File: src/rtl/wb_arbiter.sv
// wb_arbiter: shares the register-file write port between the ALU writeback
// path and the LSU load-return path. Two valid/ready requesters are
// arbitrated combinationally. The winner is registered into a single output
// stage that drives the write port for one cycle per accepted transfer.
// Writes to x0 are accepted but never reach the write port. A saturating
// counter records every cycle in which both sources request together.
//
// Build option: define WB_ARB_FIXED_PRIO_EN to make the LSU always win under
// contention and to remove the round-robin pointer. By default (macro
// undefined) the arbiter alternates between the two sources.
module wb_arbiter #(
    parameter int DATA_W = 32,
    parameter int ADDR_W = 5,
    parameter int CNT_W  = 16
) (
    input  logic              clk_in,
    input  logic              rst_n_in,
    input  logic              alu_valid_in,
    input  logic [ADDR_W-1:0] alu_rd_addr_in,
    input  logic [DATA_W-1:0] alu_rd_data_in,
    output logic              alu_ready_o,
    input  logic              lsu_valid_in,
    input  logic [ADDR_W-1:0] lsu_rd_addr_in,
    input  logic [DATA_W-1:0] lsu_rd_data_in,
    output logic              lsu_ready_o,
    output logic              wr_en_o,
    output logic [ADDR_W-1:0] rd_addr_o,
    output logic [DATA_W-1:0] rd_data_o,
    output logic [1:0]        grant_o,
    output logic [CNT_W-1:0]  conflict_cnt_o
);

    localparam logic [1:0] GRANT_NONE = 2'b00;
    localparam logic [1:0] GRANT_ALU  = 2'b01;
    localparam logic [1:0] GRANT_LSU  = 2'b10;

    logic              alu_win;
    logic              lsu_win;
    logic              contention;
    logic              xfer;
    logic [ADDR_W-1:0] sel_addr;
    logic [DATA_W-1:0] sel_data;

    logic              wr_en_q,   wr_en_d;
    logic [ADDR_W-1:0] rd_addr_q, rd_addr_d;
    logic [DATA_W-1:0] rd_data_q, rd_data_d;
    logic [1:0]        grant_q,   grant_d;
    logic [CNT_W-1:0]  cnt_q,     cnt_d;

    assign contention = alu_valid_in && lsu_valid_in;

`ifdef WB_ARB_FIXED_PRIO_EN
    // Fixed priority: the LSU wins whenever it requests.
    always_comb begin
        // NOTE: every output of a combinational block gets a default first so
        // no path through it can leave a value unassigned and infer a latch.
        alu_win = 1'b0;
        lsu_win = 1'b0;
        lsu_win = lsu_valid_in;
        alu_win = alu_valid_in && !lsu_valid_in;
    end
`else
    localparam logic PRIO_ALU = 1'b0;
    localparam logic PRIO_LSU = 1'b1;

    logic prio_q, prio_d;

    // Round-robin: a lone requester wins, otherwise prio_q picks the winner.
    always_comb begin
        // NOTE: every output of a combinational block gets a default first so
        // no path through it can leave a value unassigned and infer a latch.
        alu_win = 1'b0;
        lsu_win = 1'b0;
        if (contention) begin
            if (prio_q == PRIO_ALU) begin
                alu_win = 1'b1;
            end else begin
                lsu_win = 1'b1;
            end
        end else begin
            alu_win = alu_valid_in;
            lsu_win = lsu_valid_in;
        end
    end

    // After a contended grant the loser gets priority; lone grants keep it.
    always_comb begin
        prio_d = prio_q;
        if (contention) begin
            prio_d = alu_win ? PRIO_LSU : PRIO_ALU;
        end
    end

    // Priority pointer register, ALU-first out of reset.
    always_ff @(posedge clk_in or negedge rst_n_in) begin
        if (!rst_n_in) begin
            // NOTE: sequential state is always written with non-blocking
            // assignments so every register samples pre-edge values.
            prio_q <= PRIO_ALU;
        end else begin
            prio_q <= prio_d;
        end
    end
`endif

    assign alu_ready_o = alu_win;
    assign lsu_ready_o = lsu_win;
    assign xfer        = alu_win || lsu_win;
    assign sel_addr    = lsu_win ? lsu_rd_addr_in : alu_rd_addr_in;
    assign sel_data    = lsu_win ? lsu_rd_data_in : alu_rd_data_in;

    // Output stage next state: load a non-x0 winner; otherwise go idle and
    // keep the last address/data on the port.
    always_comb begin
        wr_en_d   = 1'b0;
        rd_addr_d = rd_addr_q;
        rd_data_d = rd_data_q;
        grant_d   = GRANT_NONE;
        if (xfer && (sel_addr != '0)) begin
            wr_en_d   = 1'b1;
            rd_addr_d = sel_addr;
            rd_data_d = sel_data;
            grant_d   = lsu_win ? GRANT_LSU : GRANT_ALU;
        end
    end

    // Contention counter next state, saturating at all-ones.
    always_comb begin
        cnt_d = cnt_q;
        if (contention && (cnt_q != {CNT_W{1'b1}})) begin
            cnt_d = cnt_q + CNT_W'(1);
        end
    end

    // Output stage and counter registers; reset drops any pending write.
    always_ff @(posedge clk_in or negedge rst_n_in) begin
        if (!rst_n_in) begin
            wr_en_q   <= 1'b0;
            rd_addr_q <= '0;
            rd_data_q <= '0;
            grant_q   <= GRANT_NONE;
            cnt_q     <= '0;
        end else begin
            wr_en_q   <= wr_en_d;
            rd_addr_q <= rd_addr_d;
            rd_data_q <= rd_data_d;
            grant_q   <= grant_d;
            cnt_q     <= cnt_d;
        end
    end

    assign wr_en_o        = wr_en_q;
    assign rd_addr_o      = rd_addr_q;
    assign rd_data_o      = rd_data_q;
    assign grant_o        = grant_q;
    assign conflict_cnt_o = cnt_q;

endmodule

File: config.mk
export PLATFORM = sky130hd
export DESIGN_NAME = wb_arbiter
export DESIGN_NICKNAME = d
export VERILOG_FILES = /design/src/rtl/wb_arbiter.sv
export SDC_FILE = /design/constraint.sdc
export NUM_CORES = 1
export LEC_CHECK = 0
export CORE_MARGIN = 2
export CORE_UTILIZATION = 41
export CTS_CLUSTER_SIZE = 20
export DETAILED_ROUTE_END_ITERATION = 7
export GPL_TIMING_DRIVEN = 0
export PLACE_DENSITY = 0.77
export SYNTH_ARGS = -nofsm -noshare
export SYNTH_HDL_FRONTEND = slang
export SYNTH_SLANG_ARGS = --single-unit
File: constraint.sdc
create_clock -name clk_in -period 2.5 [get_ports clk_in]
set_input_delay 0.5 -clock clk_in [delete_from_list [all_inputs] [get_ports clk_in]]
set_output_delay 0.5 -clock clk_in [all_outputs]
set_load 0.005 [all_outputs]
---- Word level (Yosys, flattened, before mapping) ----
Cells that the tools add are included.
word-level totals
  flip-flop bits (word level) ............. 57
  input bits .............................. 78
operators by class
  add/subtract/negate cells ............... 1
  equality and inequality tests ........... 1
  multiplexer cells ....................... 10
  reductions and logical operators ........ 5
operators with widths
  operator                                                          number
  32-bit 2-to-1 mux                                                 1
  16-bit by 1-bit adder with 16-bit output (second input constant)  1
  16-bit != test (second input constant)                            1
  1-bit 2-to-1 mux                                                  6
  5-bit 2-to-1 mux                                                  1
  5-bit nonzero test                                                1
  2-bit 2-to-1 mux                                                  2
  1-bit logical AND                                                 3
  1-bit logical OR                                                  1

---- Depth between registers and ports, before layout ----
  word-level depth ........................ 6
  depth in mapped cells ................... 5
  depth with buffers taken out ............ 5

---- Worst setup path after synthesis ----
No wires, ideal clock.
  path type ............................... input -> register
  from .................................... input port lsu_rd_addr_in[1]
  to ...................................... register rd_addr_q[0] (netlist: rd_addr_o[0])
  arrival ................................. 1.828 ns
  path slack .............................. 0.547 ns
  cell stages on the path ................. 5
  buffers on the path ..................... 1
  cells stage by stage .................... or4_4 -> o221ai_4 -> nand2_4 -> buf_6 -> mux2_4
between the ends
  longest elaborated chain between the ends .. 3
ends and longest elaborated chain
  element                 RTL line  RTL
  start: declaration      23        input logic [ADDR_W-1:0] lsu_rd_addr_in,
  5-bit 2-to-1 mux        109       assign sel_addr = lsu_win ? lsu_rd_addr_in : alu_rd_addr_in;
  5-bit nonzero test      119       if (xfer && (sel_addr != '0)) begin
  1-bit logical AND       119
  end signal: assignment  145       rd_addr_q <= rd_addr_d;
  end: declaration        45        logic [ADDR_W-1:0] rd_addr_q, rd_addr_d;
No other way between the ends.
A chain may end at the register's enable or synchronous reset.

---- Worst setup path after layout ----
  from .................................... input port alu_valid_in
  to ...................................... output port alu_ready_o
between the ends
  longest elaborated chain between the ends .. 2
ends and longest elaborated chain
  element               RTL line  RTL
  start: declaration    18        input logic alu_valid_in,
  1-bit logical AND     50        assign contention = alu_valid_in && lsu_valid_in;
  1-bit 2-to-1 mux (*)  74        if (contention) begin
  end: declaration      21        output logic alu_ready_o,
Mark *: on every way between the ends. The rest lies on a longest branch, timed or not.

==> flow_summary.ini <==
[setup_path]
timing.rr.end = rd_data_o[22]$_DFFE_PN0P_
r2r_start = prio_q$_DFFE_PN0N_
worstSetupStartpointType = input port
end_kind = output pin
cp.depth = 3
worstPathCellList = clkdlybuf4s50_1 -> a21boi_1 -> clkdlybuf4s50_1
crit_buf_inv = 2
cp.arrival_ns = 1.90
worstPathRequired_ns = 2.00
startpoint = alu_valid_in
cp_top_family = buffers and inverters
rr_worst_depth = 5
reg2reg_slack_ns = 0.61
slowest_delay_ns = 0.58
crit_type = in2out
critPathSlowestCell = clkdlybuf4s50_1
crit_top_cell = clkdlybuf4s50_1
worst-path-max-fanout = 3

[global_route]
grt_pass1_vias = 2333
antenna_found_initial = 0
grt_pass1_wl_mm = 11.1
track_usage_pct = 18.9
grt_start_max_net_pins = 33
overflow = 0

[clock_network]
cts_root_buf = clkbuf_8
clk_latency_ns = 0.33
cts_htree_levels = 3
holdBufCountCts = 0
path_clk_slew_ns = 0.06
numCtsBuffers = 9
cts_tree = yes
cts_sinks = 57
clock_path_buffers = 2

[layout]
layout_commonest_cell = clkdlybuf4s50_1
finalInstanceArea_sq_mm = 0.00463
fillCellCount = 549
final_cell_mix = clkdlybuf4s50_1, dfrtp_1, mux2_2, mux2_4, clkbuf_8
antennaDiodeCount = 0
final_cells = 454
final_nets = 433
syn2layout_area_growth_pct = 60.4
drive_gt1_share_pct = 29.6

[drt]
wl_met1_mm = 3.00
drc = 0
dr_wl_met3_um = 385
via_per_inst = 4.79
ant_nets = 0
wl_met2_mm = 3.45
dr.pass1.iters = 6
routed.top_layer = met4
vias = 2176
drtIter0Drc = 43
postRouteWirelength_mm = 6.97
wl_per_cell_um = 15.3

[synth]
synth_top_family_by_area = multiplexers
synthCells = 205
synth_fa_ha_area_share_pct = 0.433
syn-mean-instance-area_sq_um = 14.1
synth-simple-area-share_pct = 7.89
synthMuxAreaShare_pct = 32.6
synth_flop_cell = dfrtp_1
synth_xor_area_share_pct = 4.25
yosysSeqAreaShare_pct = 49.4
netlist_area_sq_mm = 0.00289
ys_warn_count = 0
async_flop_share_pct = 100
synth_compound_area_share_pct = 3.08
synth_edf_count = 0
synthesis.nets = 284
ys_ff_latch = 57
yosysUniqueCellTypes = 31

[worst_hold_path]
min_path_type = in2async

[sta]
final.period_utilization_pct = 95.9
skew_ns = 0.00959
setup_slack_ns = 0.101
period_needed_ns = 2.40
setup_viol = 0
max_freq_mhz = 417
holdWs_ns = 0.178
hold_viol_final = 0
drv_slew = 0
slew_headroom_pct = 59.3
tightestPinTransition_ns = 0.611
rsz0062_at_grt = no

[pwr]
leakage_nw = 1.97
vdd_drop_max_mv = 0.561
power_density_mw_per_mm2 = 825
total_power_mw = 3.82

[placed_design]
portBuffers = 135
place_area_sq_mm = 0.00437
dp_cells = 437
place_ws_ns = -0.531
gp_congestion = 0.788
dp_hpwl_mm = 5.17

[floorplan]
start_util_pct = 42.5
fp-row-count = 30
dieArea_sq_mm = 0.00773
core_sq_mm = 0.00679
fp.dieW_um = 87.9
num_io_pins = 136
die_height_um = 87.9

[job]
drv_cap = 0

[status]
outcome = finished, final reports clean
## kinds of logic (layout without fill, tap and decap cells)
| kind of cell | Yosys count | in the layout |
|---|---|---|
| AND/OR/NAND/NOR | 39 | 39 |
| flip-flops | 57 | 57 |
| adder cells (fa/ha/maj) | 1 | 1 |
| AO/OA/AOI/OAI | 9 | 9 |
| XOR/XNOR | 14 | 14 |
| buffers and inverters | 11 | 164 |
| multiplexers | 74 | 74 |
## per-layer routing
layer  vias to the layer above  GRT usage, %
li1                       1039             -
met1                      1051          23.5
met2                        74          31.4
met3                        12          4.34
met4                         0          8.81
met5                         -             0
## synthesized netlist by cell type, types with 3 or more instances
cell | count | area, sq um
nor2_1 | 3 | 11.3
nor4_1 | 4 | 25.0
nor3_1 | 4 | 20.0
nand4_1 | 4 | 25.0
buf_2 | 3 | 15.0
xnor2_1 | 5 | 43.8
nand2_1 | 8 | 30.0
nand3_1 | 5 | 25.0
dfrtp_1 | 57 | 1430
mux2_2 | 45 | 507
xor2_1 | 9 | 78.8
mux2_4 | 29 | 435
buf_6 | 3 | 33.8
inv_1 | 5 | 18.8
## stage by stage
| step | util (%) | TNS [ns] |
|---|---|---|
| floorplan | - | 0 |
| global placement | 64.2 | -57.22 |
| detailed placement | 64.4 | -6.61 |
| CTS | 68.0 | 0 |
| global route | 68.2 | 0 |
| finish | 68.2 | 0 |
## registers in the layout (all words and copies together), names as in the netlist
register and flops:
conflict_cnt_o 16, grant_o 2, prio_q 1, rd_addr_o 5, rd_data_o 32, wr_en_o 1
## how the worst max path moves through the flow
| stage | slack [ns] | to |
|---|---|---|
| 6_report | 0.10 | alu_ready_o |
| 5_1_grt | 0.03 | alu_ready_o |
| 4_1_cts | 0.02 | lsu_ready_o |
| 3_5_place_dp | -0.53 | lsu_ready_o |
| 3_3_place_gp | -0.91 | conflict_cnt_o[9]$_DFFE_PN0P_ |
| 2_1_floorplan | 0.55 | rd_addr_o[0]$_DFFE_PN0P_ |
## cell type report
| type | count | area (sq um) | share of cell area [%] |
|---|---|---|---|
| Tap cell | 96 | 120 | 2.59 |
| Sequential cell | 57 | 1430 | 30.8 |
| Clock buffer | 13 | 169 | 3.65 |
| Timing Repair Buffer | 138 | 1380 | 29.8 |
| Buffer | 6 | 55.1 | 1.19 |
| Clock inverter | 2 | 60.1 | 1.30 |
| Inverter | 5 | 18.8 | 0.405 |
| Multi-Input combinational cell | 137 | 1400 | 30.3 |
## report_power, final
group	internal (mW)	total [mW]	switching (mW)
clock network	0.638	0.985	0.347
registers	1.19	1.39	0.203
logic	1.01	1.45	0.441
total	2.83	3.82	0.991
## what timing repair did
item,in CTS,in global routing
pin swaps,1,0
buffers inserted,1,1
endpoints found under the setup margin,2,1
gates resized for setup,5,1
No activity file was read; power rests on OpenSTA's default activity.
